--- src/rtl/teclado_pkg.sv ---
// Shared definitions for the keypad controller.
// Holds the special key codes, the debounce state type and a small
// key-classification helper used by the entry logic.
package teclado_pkg;

  localparam logic [3:0] K_NONE  = 4'hF;
  localparam logic [3:0] K_CLEAR = 4'hE;
  localparam logic [3:0] K_ENTER = 4'hA;
  localparam logic [3:0] K_BKSP  = 4'hB;

  typedef enum logic [1:0] {
    IDLE    = 2'd0,
    CONFIRM = 2'd1,
    HELD    = 2'd2
  } key_state_t;

  // Numeric keys are the codes 0..9; everything above is a command or idle.
  function automatic logic is_digit(input logic [3:0] k);
    return (k <= 4'd9);
  endfunction

endpackage

--- src/rtl/teclado_if.sv ---
// Keypad controller bus: raw scanner code in, key events and entry value out.
// Signals:
//   key_code    scanner code (4'hF = no key)
//   key_valid   one-cycle pulse per accepted press or repeat
//   key_out     accepted key code, held after the pulse
//   key_held    high from acceptance until release
//   digits      live BCD entry, newest digit in [3:0]
//   digit_count number of digits entered
//   value_valid one-cycle pulse on enter
//   value       digits snapshot taken at enter
//   overflow    sticky, a digit was rejected because the entry was full
// Modports: master = scanner/consumer side, slave = controller side.
interface teclado_if #(
  parameter int NUM_DIGITS = 4
) ();

  localparam int DW = 4 * NUM_DIGITS;
  localparam int CW = $clog2(NUM_DIGITS + 1);

  logic [3:0]    key_code;
  logic          key_valid;
  logic [3:0]    key_out;
  logic          key_held;
  logic [DW-1:0] digits;
  logic [CW-1:0] digit_count;
  logic          value_valid;
  logic [DW-1:0] value;
  logic          overflow;

  modport master (
    output key_code,
    input  key_valid, key_out, key_held, digits, digit_count,
           value_valid, value, overflow
  );

  modport slave (
    input  key_code,
    output key_valid, key_out, key_held, digits, digit_count,
           value_valid, value, overflow
  );

endinterface

--- src/rtl/teclado_key_debounce.sv ---
// Key debouncer: bridges the column-scan gaps with a presence timer,
// confirms a stable code for DEBOUNCE_CYC cycles and tracks press/release.
// Optional autorepeat is built only when TECLADO_AUTOREPEAT_EN is defined.
// Ports:
//   clk, rst_n  clock and asynchronous active-low reset
//   key_code    raw scanner code (4'hF = no key)
//   key_valid   one-cycle pulse on acceptance or repeat
//   key_out     accepted code (4'hF after reset)
//   key_held    high while the accepted key is still present
module key_debounce
  import teclado_pkg::*;
#(
  parameter int PRESENCE_WIN = 22,
  parameter int DEBOUNCE_CYC = 64
`ifdef TECLADO_AUTOREPEAT_EN
  ,
  parameter int REPEAT_DELAY  = 2048,
  parameter int REPEAT_PERIOD = 512
`endif
) (
  input  logic       clk,
  input  logic       rst_n,
  input  logic [3:0] key_code,
  output logic       key_valid,
  output logic [3:0] key_out,
  output logic       key_held
);

  localparam int PCW = $clog2(PRESENCE_WIN + 1);
  localparam int DCW = $clog2(DEBOUNCE_CYC);
  localparam logic [PCW-1:0] PRES_RELOAD = PCW'(PRESENCE_WIN - 1);
  localparam logic [DCW-1:0] DB_LAST     = DCW'(DEBOUNCE_CYC - 1);

  key_state_t     state_r, state_nxt_s;
  logic [PCW-1:0] pres_cnt_r;
  logic [DCW-1:0] db_cnt_r, db_cnt_nxt_s;
  logic [3:0]     cand_r, cand_nxt_s;
  logic           absent_s;
  logic           accept_s;
  logic           rpt_fire_s;
  logic           key_valid_r;
  logic [3:0]     key_out_r;
  logic           key_held_r;

  // Presence timer: any non-idle code reloads it, so the scanner's idle
  // columns between two sightings of the same key do not count as release.
  always_ff @(posedge clk or negedge rst_n) begin
    if (!rst_n) begin
      pres_cnt_r <= '0;
    end else if (key_code != K_NONE) begin
      pres_cnt_r <= PRES_RELOAD;
    end else if (pres_cnt_r != '0) begin
      pres_cnt_r <= pres_cnt_r - PCW'(1);
    end else begin
      pres_cnt_r <= pres_cnt_r;
    end
  end

  assign absent_s = (pres_cnt_r == '0) && (key_code == K_NONE);

  // Debounce next-state logic; a different code while confirming restarts
  // the count, idle gaps inside the presence window just keep counting.
  always_comb begin
    state_nxt_s  = state_r;
    cand_nxt_s   = cand_r;
    db_cnt_nxt_s = db_cnt_r;
    accept_s     = 1'b0;
    case (state_r)
      IDLE: begin
        if (key_code != K_NONE) begin
          state_nxt_s  = CONFIRM;
          cand_nxt_s   = key_code;
          db_cnt_nxt_s = '0;
        end else begin
          state_nxt_s  = IDLE;
        end
      end
      CONFIRM: begin
        if (absent_s) begin
          state_nxt_s  = IDLE;
          db_cnt_nxt_s = '0;
        end else if ((key_code != K_NONE) && (key_code != cand_r)) begin
          cand_nxt_s   = key_code;
          db_cnt_nxt_s = '0;
        end else if (db_cnt_r == DB_LAST) begin
          state_nxt_s  = HELD;
          db_cnt_nxt_s = '0;
          accept_s     = 1'b1;
        end else begin
          db_cnt_nxt_s = db_cnt_r + DCW'(1);
        end
      end
      HELD: begin
        if (absent_s) begin
          state_nxt_s = IDLE;
        end else begin
          state_nxt_s = HELD;
        end
      end
      default: begin
        state_nxt_s  = IDLE;
        db_cnt_nxt_s = '0;
      end
    endcase
  end

`ifdef TECLADO_AUTOREPEAT_EN
  localparam int RCW = $clog2(REPEAT_DELAY);

  logic [RCW-1:0] rpt_cnt_r, rpt_cnt_nxt_s;

  // Repeat counter: after the first repeat it is rewound by REPEAT_PERIOD so
  // the same terminal compare produces every later repeat.
  always_comb begin
    rpt_cnt_nxt_s = '0;
    rpt_fire_s    = 1'b0;
    if ((state_r == HELD) && !absent_s) begin
      if (rpt_cnt_r == RCW'(REPEAT_DELAY - 1)) begin
        rpt_fire_s    = 1'b1;
        rpt_cnt_nxt_s = RCW'(REPEAT_DELAY - REPEAT_PERIOD);
      end else begin
        rpt_cnt_nxt_s = rpt_cnt_r + RCW'(1);
      end
    end else begin
      rpt_cnt_nxt_s = '0;
    end
  end

  // Repeat counter register.
  always_ff @(posedge clk or negedge rst_n) begin
    if (!rst_n) begin
      rpt_cnt_r <= '0;
    end else begin
      rpt_cnt_r <= rpt_cnt_nxt_s;
    end
  end
`else
  assign rpt_fire_s = 1'b0;
`endif

  // FSM state, candidate, debounce count and the registered key outputs.
  always_ff @(posedge clk or negedge rst_n) begin
    if (!rst_n) begin
      state_r     <= IDLE;
      cand_r      <= K_NONE;
      db_cnt_r    <= '0;
      key_valid_r <= 1'b0;
      key_out_r   <= K_NONE;
      key_held_r  <= 1'b0;
    end else begin
      state_r     <= state_nxt_s;
      cand_r      <= cand_nxt_s;
      db_cnt_r    <= db_cnt_nxt_s;
      key_valid_r <= accept_s | rpt_fire_s;
      key_out_r   <= accept_s ? cand_r : key_out_r;
      key_held_r  <= (state_nxt_s == HELD);
    end
  end

  assign key_valid = key_valid_r;
  assign key_out   = key_out_r;
  assign key_held  = key_held_r;

endmodule

--- src/rtl/teclado_ctrl.sv ---
// Keypad controller top: debounced key events feed a BCD number-entry
// register with clear (E), enter (A) and backspace (B).
// Optional autorepeat: define TECLADO_AUTOREPEAT_EN.
// Ports:
//   clk, rst_n  clock and asynchronous active-low reset
//   bus         teclado_if slave: key_code in; key_valid, key_out, key_held,
//               digits, digit_count, value_valid, value, overflow out
module teclado_ctrl
  import teclado_pkg::*;
#(
  parameter int SCAN_DIV     = 5,
  parameter int PRESENCE_WIN = 4 * SCAN_DIV + 2,
  parameter int DEBOUNCE_CYC = 64,
  parameter int NUM_DIGITS   = 4
`ifdef TECLADO_AUTOREPEAT_EN
  ,
  parameter int REPEAT_DELAY  = 2048,
  parameter int REPEAT_PERIOD = 512
`endif
) (
  input  logic     clk,
  input  logic     rst_n,
  teclado_if.slave bus
);

  localparam int DW = 4 * NUM_DIGITS;
  localparam int CW = $clog2(NUM_DIGITS + 1);
  localparam logic [CW-1:0] CNT_FULL = CW'(NUM_DIGITS);

  logic          kv_s;
  logic [3:0]    kout_s;
  logic          kheld_s;
  logic [DW-1:0] digits_r, digits_nxt_s;
  logic [CW-1:0] cnt_r, cnt_nxt_s;
  logic          ovf_r, ovf_nxt_s;
  logic [DW-1:0] value_r, value_nxt_s;
  logic          vv_r, vv_nxt_s;

  key_debounce #(
    .PRESENCE_WIN (PRESENCE_WIN),
    .DEBOUNCE_CYC (DEBOUNCE_CYC)
`ifdef TECLADO_AUTOREPEAT_EN
    ,
    .REPEAT_DELAY (REPEAT_DELAY),
    .REPEAT_PERIOD(REPEAT_PERIOD)
`endif
  ) u_debounce (
    .clk      (clk),
    .rst_n    (rst_n),
    .key_code (bus.key_code),
    .key_valid(kv_s),
    .key_out  (kout_s),
    .key_held (kheld_s)
  );

  // Entry next-state: acts on the registered key pulse, so every update is
  // visible the cycle after key_valid.
  always_comb begin
    digits_nxt_s = digits_r;
    cnt_nxt_s    = cnt_r;
    ovf_nxt_s    = ovf_r;
    value_nxt_s  = value_r;
    vv_nxt_s     = 1'b0;
    if (kv_s) begin
      if (is_digit(kout_s)) begin
        if (cnt_r < CNT_FULL) begin
          digits_nxt_s = {digits_r[DW-5:0], kout_s};
          cnt_nxt_s    = cnt_r + CW'(1);
        end else begin
          ovf_nxt_s    = 1'b1;
        end
      end else begin
        case (kout_s)
          K_BKSP: begin
            if (cnt_r != '0) begin
              digits_nxt_s = {4'h0, digits_r[DW-1:4]};
              cnt_nxt_s    = cnt_r - CW'(1);
            end else begin
              cnt_nxt_s    = cnt_r;
            end
          end
          K_CLEAR: begin
            digits_nxt_s = '0;
            cnt_nxt_s    = '0;
            ovf_nxt_s    = 1'b0;
          end
          K_ENTER: begin
            value_nxt_s  = digits_r;
            vv_nxt_s     = 1'b1;
            digits_nxt_s = '0;
            cnt_nxt_s    = '0;
            ovf_nxt_s    = 1'b0;
          end
          default: begin
            // C and D are reported as events but leave the entry alone.
            vv_nxt_s = 1'b0;
          end
        endcase
      end
    end else begin
      vv_nxt_s = 1'b0;
    end
  end

  // Entry registers.
  always_ff @(posedge clk or negedge rst_n) begin
    if (!rst_n) begin
      digits_r <= '0;
      cnt_r    <= '0;
      ovf_r    <= 1'b0;
      value_r  <= '0;
      vv_r     <= 1'b0;
    end else begin
      digits_r <= digits_nxt_s;
      cnt_r    <= cnt_nxt_s;
      ovf_r    <= ovf_nxt_s;
      value_r  <= value_nxt_s;
      vv_r     <= vv_nxt_s;
    end
  end

  assign bus.key_valid   = kv_s;
  assign bus.key_out     = kout_s;
  assign bus.key_held    = kheld_s;
  assign bus.digits      = digits_r;
  assign bus.digit_count = cnt_r;
  assign bus.value_valid = vv_r;
  assign bus.value       = value_r;
  assign bus.overflow    = ovf_r;

endmodule

--- src/flat_wrapper.sv ---
// flat-port wrapper written by rule: the top's interface ports become plain ports
module teclado_ctrl_flat import teclado_pkg::*;
#(
  parameter int SCAN_DIV     = 5,
  parameter int PRESENCE_WIN = 4 * SCAN_DIV + 2,
  parameter int DEBOUNCE_CYC = 64,
  parameter int NUM_DIGITS   = 4

)
  (clk, rst_n, bus_key_code, bus_key_valid, bus_key_out, bus_key_held, bus_digits, bus_digit_count, bus_value_valid, bus_value, bus_overflow);
  teclado_if #(.NUM_DIGITS(NUM_DIGITS)) bus_i ();
  input  logic clk;
  input  logic rst_n;
  input wire logic [$bits(bus_i.key_code)-1:0] bus_key_code;
  output wire logic [$bits(bus_i.key_valid)-1:0] bus_key_valid;
  output wire logic [$bits(bus_i.key_out)-1:0] bus_key_out;
  output wire logic [$bits(bus_i.key_held)-1:0] bus_key_held;
  output wire logic [$bits(bus_i.digits)-1:0] bus_digits;
  output wire logic [$bits(bus_i.digit_count)-1:0] bus_digit_count;
  output wire logic [$bits(bus_i.value_valid)-1:0] bus_value_valid;
  output wire logic [$bits(bus_i.value)-1:0] bus_value;
  output wire logic [$bits(bus_i.overflow)-1:0] bus_overflow;
  assign bus_i.key_code = bus_key_code;
  assign bus_key_valid = bus_i.key_valid;
  assign bus_key_out = bus_i.key_out;
  assign bus_key_held = bus_i.key_held;
  assign bus_digits = bus_i.digits;
  assign bus_digit_count = bus_i.digit_count;
  assign bus_value_valid = bus_i.value_valid;
  assign bus_value = bus_i.value;
  assign bus_overflow = bus_i.overflow;
  teclado_ctrl #(.SCAN_DIV(SCAN_DIV), .PRESENCE_WIN(PRESENCE_WIN), .DEBOUNCE_CYC(DEBOUNCE_CYC), .NUM_DIGITS(NUM_DIGITS)) u_core (.clk(clk), .rst_n(rst_n), .bus(bus_i));
endmodule
--- config.mk ---
export PLATFORM = sky130hd
export DESIGN_NAME = teclado_ctrl_flat
export DESIGN_NICKNAME = d
export VERILOG_FILES = /design/src/rtl/teclado_pkg.sv /design/src/rtl/teclado_if.sv /design/src/rtl/teclado_key_debounce.sv /design/src/rtl/teclado_ctrl.sv /design/src/flat_wrapper.sv
export SDC_FILE = /design/constraint.sdc
export NUM_CORES = 1
export LEC_CHECK = 0
export CAP_MARGIN = 20
export CELL_PAD_IN_SITES_DETAIL_PLACEMENT = 0
export CELL_PAD_IN_SITES_GLOBAL_PLACEMENT = 1
export CORE_ASPECT_RATIO = 1.25
export CORE_MARGIN = 10
export CORE_UTILIZATION = 46
export CTS_BUF_LIST = sky130_fd_sc_hd__clkbuf_8
export DETAILED_ROUTE_END_ITERATION = 8
export GPL_TIMING_DRIVEN = 0
export PLACE_DENSITY = 0.84
export SYNTH_ARGS = -nofsm -noshare
export SYNTH_HDL_FRONTEND = slang
export SYNTH_SLANG_ARGS = --single-unit
--- constraint.sdc ---
create_clock -name clk -period 5.3 [get_ports clk]
set_clock_uncertainty 0.1 [all_clocks]
set_input_delay 0.53 -clock clk [delete_from_list [all_inputs] [get_ports clk]]
set_output_delay 0.53 -clock clk [all_outputs]
set_load 0.02 [all_outputs]
Word-level counts from Yosys, hierarchy flattened. Cells that the tools add are included.

Output and inout port bits: 43. Bits in registers: 60. Input port bits: 6.

Eq/ne operators: 16. Reduce and logical (&&, ||, !) cells: 16. Mux-type cells: 35. Bitwise logic cells: 2. $lt $le $gt $ge: 2. $add $sub $neg: 4.

Operators by type and width (count): 2-to-1 mux 16 bit (3); case mux 16 bit (2 select lines) (1); 2-to-1 mux 6 bit (4); case mux 6 bit (3 select lines) (1); == test 4 bit, second input constant (4); 2-to-1 mux 4 bit (3); 2-to-1 mux 1 bit (11); 2-to-1 mux 5 bit (2); != test 2 bit, second input constant (5); 2-to-1 mux 3 bit (3); 2-to-1 mux 2 bit (4); case mux 4 bit (2 select lines) (1); AND reduction 4 bit (2); adder 6 x 1 -> 6 bit, second input constant (1); == test 6 bit, second input constant (1); case mux 2 bit (3 select lines) (1); case mux 3 bit (2 select lines) (1); AND reduction 3 bit (2); nonzero test 2 bit (3); nonzero test 3 bit (2); zero test 5 bit (1); nonzero test 5 bit (1); subtractor 5 x 1 -> 5 bit, second input constant (1); == test 2 bit, second input constant (2); 13 further kinds (15).

Longest topological paths before layout. Gate-level depths: netlist (run 1).

Depth in word-level cells: 6. Mapped depth: 9.

By module. Synthesis (run 1) repeated with hierarchy kept, for this count alone.

Cells, all modules: 263. Area, all modules: 3119.2 µm².

By module, submodules not included: teclado_ctrl (cells each 164, area an instance 1953.1 µm², times used 1, seq. area each 925.9 µm²); key_debounce (cells each 99, area an instance 1166.1 µm², times used 1, seq. area each 585.6 µm²).

Worst setup path after synthesis (run 1). OpenSTA, ideal clock, no wires.

Kind: register to register. Start: register u_core.u_debounce.key_out_r[1] (netlist: u_core.u_debounce.key_out[1]). End: register u_core.value_r[10] (netlist: u_core.bus.value[10]). Library setup time: 0.125 ns. Period minus slack after synthesis: 2.109 ns. Cell stages (with the launch flop): 7. Buffers on the path: 2. Data arrival time: 1.885 ns. Path slack: 3.191 ns. Data required time: 5.075 ns. Cell sequence: dfstp_2 buf_2 and2b_1 nand3_1 nor2_2 buf_4 mux2_2.

Word-level cells in the longest chain between the ends: 3. Elaborated cells on any way between the ends: 4. Classes of those cells: 1 x order compare; 1 x eq/ne; 1 x bitwise; 1 x reduce/logical.

Ends and longest elaborated chain: start, declared (line teclado_key_debounce.sv:42) `logic [3:0] key_out_r;`; start signal, assigned (line teclado_key_debounce.sv:155) `key_out_r <= accept_s ? cand_r : key_out_r;`; less-or-equal comparator 4 bit (line teclado_pkg.sv:19) `return (k <= 4'd9);`; inverter 1 bit (no line); AND reduction 3 bit (no line) (*); end signal, assigned (line teclado_ctrl.sv:117) `value_r <= value_nxt_s;`; end, declared (line teclado_ctrl.sv:36) `logic [DW-1:0] value_r, value_nxt_s;`.

Mark *: on every way between the ends. The rest lies on a longest branch, timed or not. A chain may end at the register's enable or synchronous reset.

Worst setup path after layout (run 1).
Start: input port bus_key_code[1]. End: register u_core.u_debounce.key_out_r[0] (netlist: u_core.u_debounce.key_out[0]).

Word-level cells in the longest chain between the ends: 5. Elaborated cells on any way between the ends: 8. Classes of those cells: 3 x eq/ne; 3 x mux; 2 x reduce/logical.

Ends and longest elaborated chain: start, declared (line flat_wrapper.sv:14) `input wire logic [$bits(bus_i.key_code)-1:0] bus_key_code;`; != test 4 bit (line teclado_key_debounce.sv:82) `end else if ((key_code != K_NONE) && (key_code != cand_r)) begin`; logical AND 1 bit (line teclado_key_debounce.sv:82); 2-to-1 mux 1 bit (line teclado_key_debounce.sv:82); 2-to-1 mux 1 bit (*) (line teclado_key_debounce.sv:79) `if (absent_s) begin`; 2-to-1 mux 1 bit (*) (line teclado_key_debounce.sv:68) `case (state_r)`.

Marked as above.

==> flow_results.org, run 1 <==
** Timing
- Hold violation count in the final report :: 0
- Post-route minimum period :: ~2400 ps
- After routing, the total negative slack on setup checks comes to 0 ps.
- The total count of max-transition violations in the final report is 0.
- At the pin with the least slew margin, the transition time is 688 ps.
- Setup violations remaining at the end of the flow were counted as 0.
- Based on the critical path, the design can be clocked at up to around 420 MHz.
- Setup repair after global routing left no endpoint under its margin.
- Measured against its own limit, the worst slew margin works out to between 50% and 60%.
- Dividing the final minimum period by the clock period gives 45.3%.

** Placed design
- At the end of routability-driven placement, the weighted congestion stood at approximately 0.8.
- Count of input and output buffers :: 48
- Summed over all nets, the half-perimeter wirelength after detailed placement is 4.65 mm.

** GRT
- Global routing consumed, over all layers together, a little over an eighth of the routing resources.
- Vias in the first global route :: 2,151
- Final global-route overflow total :: 0
- The first global-routing pass estimated ~11 mm of wire.
- Maximum number of pins on one net before global-route repair :: 41
- The number of antenna violations at the first check in global routing is 0.

** Synth
- In the synthesized netlist the dominant register cell turns out to be sky130_fd_sc_hd__dfrtp_1.
- The synthesized netlist contains 46 unique library cells.
- Commonest cells in the synthesized netlist :: 52 x sky130_fd_sc_hd__dfrtp_1, 27 x sky130_fd_sc_hd__nand2_1, 25 x sky130_fd_sc_hd__mux2_2, 20 x sky130_fd_sc_hd__nand3_1, 18 x sky130_fd_sc_hd__nor2_1
- Dominant cells by area after synthesis :: sky130_fd_sc_hd__dfrtp_1 46%, sky130_fd_sc_hd__mux2_2 10%, sky130_fd_sc_hd__dfstp_2 7.4%
- Count of state elements after synthesis :: 60
- For this run, the register share of the synthesized area comes to between 50% and 60%.
- Synthesis produced a netlist whose cell count is about 260.
- Post-Synthesis Net Count :: 276
- For this run, asynchronously set or reset flops after synthesis account for 100%.
- A synthesized cell averages 10.7 um^2.
- Number of flops mapped to enable cells by yosys :: 0
- The synthesized netlist occupies a cell area of 0.00283 mm^2.
- For this run, the number of Yosys warnings is 0.
- Most common cell in the netlist :: sky130_fd_sc_hd__dfrtp_1
- In this run the biggest area consumer among cell types represents 46.1% of the synthesized area.
- The biggest area contributor in the post-synthesis netlist is sky130_fd_sc_hd__dfrtp_1.

** Detailed routing
- In the routed layout, each cell is associated on average with a via count of 5.27.
- Detail Route Antenna Nets :: 0
- Average routed wire per standard cell :: 15.1 um
- After the first detailed-routing iteration, the DRC count stood at about 140.
- Routed vias :: 2,165
- Total wire length after detailed routing :: ~6.2 mm
- After detailed routing, the number of remaining DRC violations is 0.
- Drt pass-1 iters :: 4

** Outcome
- The flow ran to the end, and the final reports show no timing, DRC or antenna violations.

** Power and ir drop
- For this design the ratio of total power to cell area is roughly 260 mW/mm^2.
- VDD sags by at most 0.000169 V.
- Pleak :: roughly 0.0015 uW

** Clock network
- Clock root buffer :: sky130_fd_sc_hd__clkbuf_8
- Count of cells resized by post-cts repair :: 0
- TritonCTS built the clock tree.
- The H-tree was split into 3 levels.
- Clock sink total :: 60
- For this design, the CTS-stage hold fixing added 0 buffers.
- After clock tree synthesis, the clock-pin slew on the worst setup and hold paths is 70 ps.
- Count of buffers added by post-CTS timing repair for setup :: 0
- The number of clock buffers added by TritonCTS is 9.
- The later pin in the worst-skew pair is clocked with a latency of roughly 340 ps.
- Clock Tree Buf Depth :: 2

** Die
- Die Y :: around 110 um
- Number of primary I/O pins :: 49
- Core Region :: 0.00590 mm^2
- Initial core utilization :: 47.9%
- The die is 90.1 um wide.
- Core Rows :: 31
- Overall die area :: 0.00970 mm^2

** Setup path
- For flop-to-flop paths, the worst setup slack is 2920 ps.
- The slowest stage of the critical path is the sky130_fd_sc_hd__clkdlybuf4s50_1 cell.
- The critical path starts at bus_key_code[1].
- Worst Path Buf+Inv :: 1
- Type of element launching the critical path :: primary input
- The cell that appears most often on the critical path is sky130_fd_sc_hd__nor4_4.
- Broken down by cell family, the worst path's largest delay share belongs to simple AND/OR/NAND/NOR gates.
- Along the worst path, the maximum fanout reaches 6.
- For the worst flop-to-flop path, the logic depth is 5.
- WP data required :: 5470 ps
- The critical path in this run is classified as in2reg.
- Delay of the slowest cell on the worst path :: 490 ps
- Data arrival, critical path :: 2560 ps
- Worst reg2reg path endpoint :: u_core.bus.value[7]
- Traced cell by cell, the critical path runs through clkdlybuf4s50_1, xor2_1, nor4_4, nor2_2, nor4_4, mux2_2.
- Launch point of the worst reg-to-reg path :: u_core.u_debounce.key_out[3]
- The worst setup path is captured at a register.

** Finish
- Fraction of final layout cells sized beyond drive strength 1 :: 20.7%
- The repair_antennas step left the layout with diodes totalling 0.
- Finished Core Util :: 61.5%
- Nets :: 336
- After filler insertion, the fill cell instance count of the layout stands at between 500 and 600.
- Area growth, synth to finish :: 28.3%

** Flow run
- Max-cap violations :: 0

** Min path
- Class of the tightest hold or removal check :: in2async
==> worst max-delay path by stage <==
stage	end	slack, ps	depth (start not counted)
floorplan	u_core.bus.value[10]	3190	6
global placement	u_core.u_debounce.pres_cnt_r[2]	1700	1
detailed placement	u_core.u_debounce.key_out[0]	2540	6
CTS	u_core.u_debounce.key_out[0]	2890	6
global route	u_core.bus.value[13]	2760	5
finish	u_core.u_debounce.key_out[0]	2900	6
==> kinds of logic after synthesis <==
| kind of cell | Yosys count | synth area share (%) |
|---|---|---|
| AO/OA/AOI/OAI | 52 | 11.8 |
| XOR/XNOR | 5 | 1.55 |
| AND/OR/NAND/NOR | 92 | 17.1 |
| multiplexers | 25 | 9.96 |
| buffers and inverters | 24 | 3.45 |
| flip-flops | 60 | 53.5 |
| adder cells (fa/ha/maj) | 6 | 2.66 |
==> flip-flops by register name, indices dropped and copies added (netlist names) <==
signal / count
u_core.bus.digits: 16
u_core.bus.value_valid: 1
u_core.u_debounce.state_r: 2
u_core.bus.digit_count: 3
u_core.bus.value: 16
u_core.u_debounce.cand_r: 4
u_core.u_debounce.key_out: 4
u_core.u_debounce.pres_cnt_r: 5
u_core.bus.overflow: 1
u_core.u_debounce.db_cnt_r: 6
u_core.u_debounce.key_valid: 1
u_core.u_debounce.key_held: 1
==> power breakdown <==
group	leakage [uW]	switching, uW	total [uW]	internal, uW
Sequential	0.000784	8.86	476	467
Combinational	0.000636	33.1	58.1	25.0
Clock	0.000107	179	418	239
Total	0.00153	221	952	732
==> cell type report <==
| cell class | instances | area [um^2] | share of cell area [%] |
|---|---|---|---|
| buffer | 13 | 56.3 | 1.55 |
| clock buffer | 11 | 151 | 4.18 |
| multi-input combinational | 180 | 1220 | 33.5 |
| inverter | 11 | 41.3 | 1.14 |
| tap | 82 | 103 | 2.83 |
| clock inverter | 5 | 51.3 | 1.41 |
| sequential | 60 | 1510 | 41.7 |
| timing repair buffer | 49 | 495 | 13.7 |
==> routing by layer <==
| layer | GRT usage [%] | vias to the layer above | routed length (um) | part of all wire [%] |
|---|---|---|---|---|
| met3 | 4.54 | 16 | 332 | 5.4 |
| li1 | - | 1055 | - | - |
| met1 | 14.6 | 1041 | 2640 | 43 |
| met4 | 8.20 | 0 | 212 | 3.4 |
| met5 | 0 | - | 0 | 0 |
| met2 | 22.5 | 53 | 3010 | 49 |
==> stage by stage <==
stage | instance area (um^2) | hold slack (ps) | power (uW) | cells | worst slack [ps]
floorplan | 2830 | 134 | 511 | 264 | 3190
global placement | 3410 | 352 | 541 | 394 | 1700
detailed placement | 3420 | 366 | 544 | 395 | 2540
CTS | 3630 | 60.4 | 961 | 411 | 2890
global route | 3630 | 78.6 | 985 | 411 | 2760
finish | 3630 | 47.9 | 952 | 411 | 2900
==> placed cells by master (no fill, tap or decap), types with 2 or more instances in the layout <==
master	instances
sky130_fd_sc_hd__nor2_2	3
sky130_fd_sc_hd__a31o_2	2
sky130_fd_sc_hd__and3_1	3
sky130_fd_sc_hd__o31ai_1	3
sky130_fd_sc_hd__or3_1	2
sky130_fd_sc_hd__a31oi_1	9
sky130_fd_sc_hd__ha_1	6
sky130_fd_sc_hd__dfrtp_1	52
sky130_fd_sc_hd__or2_2	3
sky130_fd_sc_hd__clkbuf_8	11
sky130_fd_sc_hd__a21oi_1	15
sky130_fd_sc_hd__nand3_1	20
sky130_fd_sc_hd__dfstp_2	8
sky130_fd_sc_hd__inv_1	12
sky130_fd_sc_hd__nor4_4	2
sky130_fd_sc_hd__nor3b_1	2
sky130_fd_sc_hd__nand2_1	27
sky130_fd_sc_hd__nor3_1	3
sky130_fd_sc_hd__nor2_1	18
sky130_fd_sc_hd__clkinv_2	2
sky130_fd_sc_hd__clkbuf_1	8
sky130_fd_sc_hd__clkdlybuf4s50_1	47
sky130_fd_sc_hd__o21ai_0	12
sky130_fd_sc_hd__xor2_1	4
sky130_fd_sc_hd__buf_2	4
sky130_fd_sc_hd__mux2_2	25
Power figures use the tool's default switching activity.
==> run 2: changes to the inputs <==
- CORE_UTILIZATION: 46 -> 43
- PLACE_DENSITY: 0.84 -> 0.79
- clock period: 5.3 -> 2.25 ns (I/O delays scaled with it)
==> run 2 against run 1 <==
Sequential power up 140%. Clock power increased by 100%. Routed wire length grew 2.6%. Via count rose by 1.1%. Sequential share of layout area is 0.36 points lower. Critical path depth increased by 2. Global-route usage down 0.46 points. Power increased by 120%. Worst setup slack got worse by 2800 ps. Hold slack better by 290 ps.
==> flow_results.org, run 2 (synthesis results as in run 1) <==
** Outcome
- Status :: complete, no violations (unchanged)

** Placed design
- Gpl congestion :: 0.796 (was 0.805)
- Placed insts :: 398 (was 395)
- Count of input and output buffers :: 48 (unchanged)
- Detail Placement HPWL :: 4.70 mm (was 4.65 mm)
- Cell area after placement :: 0.00343 mm^2 (was 0.00342 mm^2)

** GRT
- The number of global-route vias before repair was 2,163 (was 2,151).
- The final global-route overflow total was 0 (unchanged).
- The total track usage is 13.0% (was 13.5%).
- The pin count of the biggest net entering global routing is 34 (was 41).
- The global-route wire length before repair came to 10.9 mm (was 10.7 mm).
- Initial antenna violation count :: 0 (unchanged)

** Flow run
- The number of maximum-capacitance violations was 0 (unchanged).

** Setup path
- End point of the critical path :: u_core.u_debounce.db_cnt_r[0] (was u_core.u_debounce.key_out[0])
- The critical path data arrival time was 2230 ps (was 2560 ps).
- The data required time of the worst path is 2370 ps (was 5470 ps).
- Launch point of the worst reg-to-reg path :: u_core.u_debounce.pres_cnt_r[0] (was u_core.u_debounce.key_out[3])
- Worst Setup Path Type :: reg2reg (was in2reg)
- The largest fanout on the critical path is 7 (was 6).
- Worst R2R Path Depth :: 8 (was 5)
- Critical Path Sink Type :: register (unchanged)
- Worst setup slack for register-to-register paths :: 140 ps (was 2920 ps)
- Crit path launch :: u_core.u_debounce.pres_cnt_r[0] (was bus_key_code[1])
- Worst reg2reg path endpoint :: u_core.u_debounce.db_cnt_r[0] (was u_core.bus.value[7])
- The type of element launching the critical path is a register (was primary input).

** Die
- The number of placed I/O pins came to 49 (unchanged).
- Core Region :: 0.00629 mm^2 (was 0.00590 mm^2)
- The overall die height is 111 um (was 108 um).
- Overall die area :: 0.0102 mm^2 (was 0.00970 mm^2)
- The initial core utilization was 44.9% (was 47.9%).
- The placement row count came to 32 (was 31).
- The chip width is 92.5 um (was 90.1 um).

** Timing
- The max-slew headroom at the worst pin is 51.9% (was 53.5%).
- Number of max-slew violations in the final report :: 0 (unchanged)
- Tightest hold margin :: 335 ps (was 47.9 ps)
- For the finished layout, the period the worst path requires is 2110 ps.
- In the finished design, the share of the clock period the worst path needs comes to ~94%.
- The final sum of negative setup slack came to 0 ps (unchanged).
- Unrepaired setup endpoints after global routing :: no (unchanged)
- The final count of hold timing violations was 0 (unchanged).
- Timing would allow up to 474 MHz.
- Actual slew at the worst max-slew pin :: 716 ps (was 688 ps)
- The setup-violating endpoint count in the final report is 0 (unchanged).

** Finish
- Leading cell types in the layout, fill and taps excluded :: 52 x sky130_fd_sc_hd__dfrtp_1, 47 x sky130_fd_sc_hd__clkdlybuf4s50_1, 27 x sky130_fd_sc_hd__nand2_1 (unchanged)
- Area growth, synth to finish :: 29.5% (was 28.3%)
- Nets :: 341 (was 336)
- Antenna Cells :: 0 (unchanged)
- The fraction of layout cells with a size suffix above 1 was 23.1% (was 20.7%).
- The final standard cell area without fillers is 0.00366 mm^2 (was 0.00363 mm^2).
- Most common library cell in the layout ignoring fill and taps :: sky130_fd_sc_hd__dfrtp_1 (unchanged)
- Post-layout instance count excluding filler cells :: 419 (was 411)

** Clock network
- CTS clock-pin slew for the worst setup and hold paths :: 70 ps (about the same)
- The clock tree from TritonCTS was done (unchanged).
- Clock root buffer :: sky130_fd_sc_hd__clkbuf_8 (unchanged)
- The clock sink count was 60 (unchanged).
- Clock buffer count from CTS :: 9 (unchanged)
- The clock network latency to the later pin of the worst-skew pair came to 340 ps (about the same).
- Clock Tree Buf Depth :: 2 (unchanged)
- The H-tree depth reported by CTS was 3 (unchanged).

** Power and ir drop
- The standby leakage power came to 0.00155 uW (was 0.00153 uW).
- Power density over the cells :: 574 mW/mm^2 (was 263 mW/mm^2)
- The final total power was 2100 uW (was 952 uW).
- Worst IR drop on VDD :: 0.000401 V (was 0.000169 V)

** Min path
- The worst hold-check path type was in2async (unchanged).

** Detailed routing
- The average detailed-routed wire length per instance is 15.2 um (was 15.1 um).
- Drt pass-1 iters :: 4 (unchanged)
- Detail Route Antenna Nets :: 0 (unchanged)
- The initial detailed-routing violation count is 77 (was 137).
- Routed vias :: 2,189 (was 2,165)
- The final wirelength came to 6.35 mm (was 6.19 mm).
- Post-route DRC :: 0 (unchanged)
- The ratio of routed vias to standard cells came to 5.22 (was 5.27).
-- run 2: cell types whose count changed in the layout (fill, tap and decap cells not counted), sizes merged --
| cell | previous run | this run |
|---|---|---|
| dlygate4sd3 | 0 | 1 |
| clkbuf | 19 | 17 |
| clkinv | 2 | 4 |
| bufinv | 1 | 0 |
| buf | 7 | 12 |
-- run 2: per-layer routing --
metal | track usage, % | vias to the layer above | routed length, um
met2 | 21.0 | 57 | 3180
met4 | 5.24 | 0 | 85
met5 | 0 | - | 0
met3 | 4.26 | 9 | 337
li1 | - | 1075 | -
met1 | 15.5 | 1048 | 2750
-- run 2: worst min path at each step --
stage / from / endpoint / slack [ps] / cells past startpoint
2_1_floorplan: rst_n / u_core.bus.digit_count[0] / -170 / 0
3_3_place_gp: u_core.u_debounce.state_r[1] / u_core.u_debounce.state_r[0] / 360 / 1
3_5_place_dp: rst_n / u_core.bus.digits[11] / 180 / 1
4_1_cts: rst_n / u_core.bus.digits[11] / 350 / 2
5_1_grt: u_core.u_debounce.state_r[1] / u_core.u_debounce.state_r[0] / 380 / 1
6_report: rst_n / u_core.bus.digits[11] / 340 / 2
-- run 2: critical path, cell delays in order (launching register included) --
cell and delay [ps]:
sky130_fd_sc_hd__dfrtp_1 400, sky130_fd_sc_hd__inv_1 90, sky130_fd_sc_hd__ha_2 180, sky130_fd_sc_hd__or4b_1 430
sky130_fd_sc_hd__clkbuf_4 190, sky130_fd_sc_hd__nand2_1 90, sky130_fd_sc_hd__o2bb2a_4 170, sky130_fd_sc_hd__a31oi_2 70
sky130_fd_sc_hd__mux2_2 280
-- run 2: where the power goes --
group          internal, uW  switching (uW)  leakage [uW]  total [uW]
clock                   417             419     0.0000930         836
sequential             1100            21.1      0.000784        1120
combinational          61.4            77.5      0.000678         139
-- run 2: timing repair --
| action | CTS | global route |
|---|---|---|
| hold endpoints to repair | 27 | 0 |
| gates resized for setup | 4 | 4 |
| hold buffers | 1 | 0 |
| buffers inserted | 0 | 5 |
| pin swaps | 0 | 2 |
| endpoints found under the setup margin | 17 | 34 |
-- run 2: cell type report --
type | instances | area [um^2]
fillers | 583 | 2630
flip-flops and latches | 60 | 1510
multi-input cells | 180 | 1220
repair buffers | 55 | 543
clock buffers | 10 | 138
well taps | 85 | 106
plain buffers | 12 | 62.6
inverters | 11 | 41.3
clock inverters | 6 | 31.3
-- run 2: through the flow --
stage,util (%),setup WS (ps)
4_1_cts,57.5,7.92
5_1_grt,58.2,2.17
3_5_place_dp,54.5,-141
3_3_place_gp,54.3,-1040
2_1_floorplan,-,141
6_report,58.2,142
==> run 3: changes to the inputs <==
- CORE_UTILIZATION: 43 -> 41
- CTS_BUF_LIST: sky130_fd_sc_hd__clkbuf_8 -> sky130_fd_sc_hd__clkbuf_16
- MAX_ROUTING_LAYER: not set -> met4
- PLACE_DENSITY: 0.79 -> 0.76
==> run 3 against run 2 <==
Clock power is 40% higher. Die area grew 3.9%. Power grew 16%. Critical path type unchanged. Final area grew 2.1%. Routed wire length up 2.6%. Largest cell class unchanged. Count of clock-buffer cells in the layout decreased by 1.
==> flow_results.org, run 3 (synthesis results as in run 1) <==
** Detailed routing
- The number of DRC violations after detailed routing is 0 (unchanged).
- Drt pass-1 iters :: 4 (unchanged)
- Highest metal layer with signal wires :: met4 (unchanged)
- The detailed route wirelength on metal2 is 3.31 mm (was 3.18 mm).
- Met3 wire length :: 370 um (was 337 um)
- Via count normalized by instance count :: 5.19 (was 5.22)
- The via count is 2,180 (was 2,189).
- DRC violation total after the first TritonRoute iteration :: 94 (was 77)
- The remaining antenna violation count was 0 (unchanged).
- Average routed wire per standard cell :: 15.5 um (was 15.2 um)
- The final wirelength is 6.52 mm (was 6.35 mm).
- Met1 wire length :: 2.79 mm (was 2.75 mm)

** Setup path
- The flop-to-flop setup slack is 120 ps (was 140 ps).
- The length in cells of the worst reg-to-reg path is 8 (unchanged).
- The endpoint type of the worst setup path was a register (unchanged).
- The type of element launching the critical path is a register (unchanged).
- Worst path cell trace :: inv_1, ha_1, or4b_1, buf_2, nand2_1, o2bb2a_4, a31oi_2, mux2_2 (was inv_1, ha_2, or4b_1, clkbuf_4, nand2_1, o2bb2a_4, a31oi_2, mux2_2)
- The slowest cell on the critical path is sky130_fd_sc_hd__or4b_1 (unchanged).
- The critical path data arrival time was 2230 ps (about the same).
- The worst flop-to-flop path startpoint was u_core.u_debounce.pres_cnt_r[0] (unchanged).
- WP data required :: 2350 ps (was 2370 ps)
- Worst Setup Path Type :: reg2reg (unchanged)
- The largest fanout on the critical path is 7 (unchanged).
- Delay of the slowest cell on the worst path :: 430 ps (about the same)
- Worst reg2reg path endpoint :: u_core.u_debounce.db_cnt_r[0] (unchanged)

** Timing
- Unrepaired setup endpoints after global routing :: no (unchanged)
- The time the final worst path needs with I/O delays and setup was 2130 ps (was 2110 ps).
- Normalized max-slew margin :: 56.3% (was 51.9%)
- Final setup margin :: 121 ps (was 142 ps)
- The transition at the pin with the smallest max-transition slack is 652 ps (was 716 ps).
- The final count of hold timing violations is 0 (unchanged).
- The setup-violating endpoint count in the final report is 0 (unchanged).
- Number of max-slew violations in the final report :: 0 (unchanged)
- Achievable frequency :: 470 MHz (was 474 MHz)
- Tightest hold margin :: 322 ps (was 335 ps)
- The share of the clock period used by the worst path was 94.6% (was 93.7%).

** Placed design
- The HPWL reported at the end of detailed placement came to 4.71 mm (was 4.70 mm).
- The count of buffers from port buffering came to 48 (unchanged).
- The setup slack after placement came to -199 ps (was -141 ps).
- The cell area after placement came to 0.00343 mm^2 (about the same).
- Gpl congestion :: 0.752 (was 0.796)

** Die
- Width of the die :: 94.2 um (was 92.5 um)
- The placement row count was 33 (was 32).
- The overall die height was 113 um (was 111 um).
- The initial core utilization is 42.5% (was 44.9%).
- The area of the placeable core is 0.00665 mm^2 (was 0.00629 mm^2).
- The number of placed I/O pins is 49 (unchanged).
- The die footprint is 0.0106 mm^2 (was 0.0102 mm^2).

** Clock network
- The number of buffers added by the clock tree synthesis step is 9 (unchanged).
- H-tree Lvls :: 3 (unchanged)
- The clock sink count came to 60 (unchanged).
- The clock tree from TritonCTS is done (unchanged).
- The clock network latency to the later pin of the worst-skew pair was 320 ps (was 340 ps).
- Clock Tree Buf Depth :: 2 (unchanged)
- The clock-pin slew reported for the worst setup and hold paths after clock tree synthesis is 50 ps (was 70 ps).
- The cell chosen for the clock root is sky130_fd_sc_hd__clkbuf_16 (was sky130_fd_sc_hd__clkbuf_8).

** Power and ir drop
- The largest voltage drop on the vdd net was 0.000431 V (was 0.000401 V).
- The standby leakage power is 0.00159 uW (was 0.00155 uW).
- The total power per unit cell area came to 650 mW/mm^2 (was 574 mW/mm^2).

** Finish
- The post-route core utilization is 56.2% (was 58.2%).
- Finished layout cell area :: 0.00373 mm^2 (was 0.00366 mm^2)
- The number of fill cells in the layout came to 592 (was 583).
- Leading cell types in the layout, fill and taps excluded: 52 x sky130_fd_sc_hd__dfrtp_1, 47 x sky130_fd_sc_hd__clkdlybuf4s50_1, 27 x sky130_fd_sc_hd__nand2_1 (unchanged).
- The antenna diode count is 0 (unchanged).
- The most common library cell in the layout ignoring fill and taps is sky130_fd_sc_hd__dfrtp_1 (unchanged).
- The synthesis-to-layout area growth is 32.2% (was 29.5%).
- Fraction of final layout cells sized beyond drive strength 1 :: 21.6% (was 23.1%)
- The net count of the finished layout is 340 (was 341).

** Flow run
- The number of maximum-capacitance violations came to 0 (unchanged).

** GRT
- Initial antenna violation count :: 0 (unchanged)
- Final global-route overflow total :: 0 (unchanged)
- Global-route wire length before repair :: 10.8 mm (was 10.9 mm)
- The number of global-route vias before repair is 2,165 (was 2,163).
- Total global routing track utilization :: 12.8% (was 13.0%)
- Maximum number of pins on one net before global-route repair :: 41 (was 34)

** Min path
- The worst hold-check path type is in2async (unchanged).

** Outcome
- Status: complete, no violations (unchanged).
[run 3: cell count changes in the layout (fill, tap and decap cells not counted), moves of 2 or more]
cell	before	now
sky130_fd_sc_hd__clkinv_1	0	3
sky130_fd_sc_hd__clkbuf_16	0	9
sky130_fd_sc_hd__clkinv_2	4	2
sky130_fd_sc_hd__clkbuf_8	10	0
[run 3: stage by stage]
| step | TNS [ps] | total power, uW | instances |
|---|---|---|---|
| 2_1_floorplan | 0 | 1200 | 264 |
| 3_3_place_gp | -62820 | 1280 | 399 |
| 3_5_place_dp | -2210 | 1280 | 400 |
| 4_1_cts | 0 | 2460 | 417 |
| 5_1_grt | 0 | 2520 | 420 |
| 6_report | 0 | 2430 | 420 |
[run 3: where the power goes]
group / total, uW / leakage (uW) / switching, uW / internal (uW)
Sequential: 1120 / 0.000784 / 21.2 / 1100
Clock: 1170 / 0.000134 / 446 / 719
Combinational: 138 / 0.000672 / 77.7 / 60.0
Total: 2430 / 0.00159 / 545 / 1880
[run 3: how the worst max path moves through the flow]
stage | to | slack, ps | cells past startpoint | from
2_1_floorplan | u_core.bus.value[10] | 140 | 6 | u_core.u_debounce.key_out[1]
3_3_place_gp | u_core.u_debounce.db_cnt_r[0] | -1100 | 1 | rst_n
3_5_place_dp | u_core.bus.value[6] | -200 | 5 | u_core.u_debounce.key_out[3]
4_1_cts | u_core.bus.value[6] | 7 | 6 | u_core.u_debounce.key_out[1]
5_1_grt | u_core.u_debounce.key_out[3] | 10 | 7 | u_core.u_debounce.pres_cnt_r[0]
6_report | u_core.u_debounce.db_cnt_r[0] | 120 | 8 | u_core.u_debounce.pres_cnt_r[0]
[run 3: critical path, delay by kind of cell, from the launching register on]
kind | cells | cell delay (ps)
AND/OR/NAND/NOR | 2 | 520
flip-flops | 1 | 400
multiplexers | 1 | 290
buffers and inverters | 2 | 270
AO/OA/AOI/OAI | 2 | 250
adder cells (fa/ha/maj) | 1 | 180
[run 3: cell type report]
type	count	area [um^2]	share of cell area [%]
Timing Repair Buffer	54	536	14.3
Inverter	11	41.3	1.11
Buffer	12	56.3	1.51
Multi-Input combinational cell	180	1230	32.8
Clock buffer	9	225	6.03
Tap cell	87	109	2.92
Clock inverter	7	28.8	0.771
Sequential cell	60	1510	40.5
[run 3: repair_timing]
action / in CTS / in global routing
endpoints found under the hold margin: 20 / 0
gates cloned: 0 / 0
setup endpoints to repair: 10 / 28
buffers inserted: 0 / 4
resized for setup: 4 / 2
pin swaps: 0 / 2
hold buffers: 1 / 0
[run 3: metal layers]
layer	up-vias	global-route usage (%)
met3	2	3.64
met1	1062	14.1
met2	44	21.1
li1	1072	-
met4	0	5.18
met5	-	-
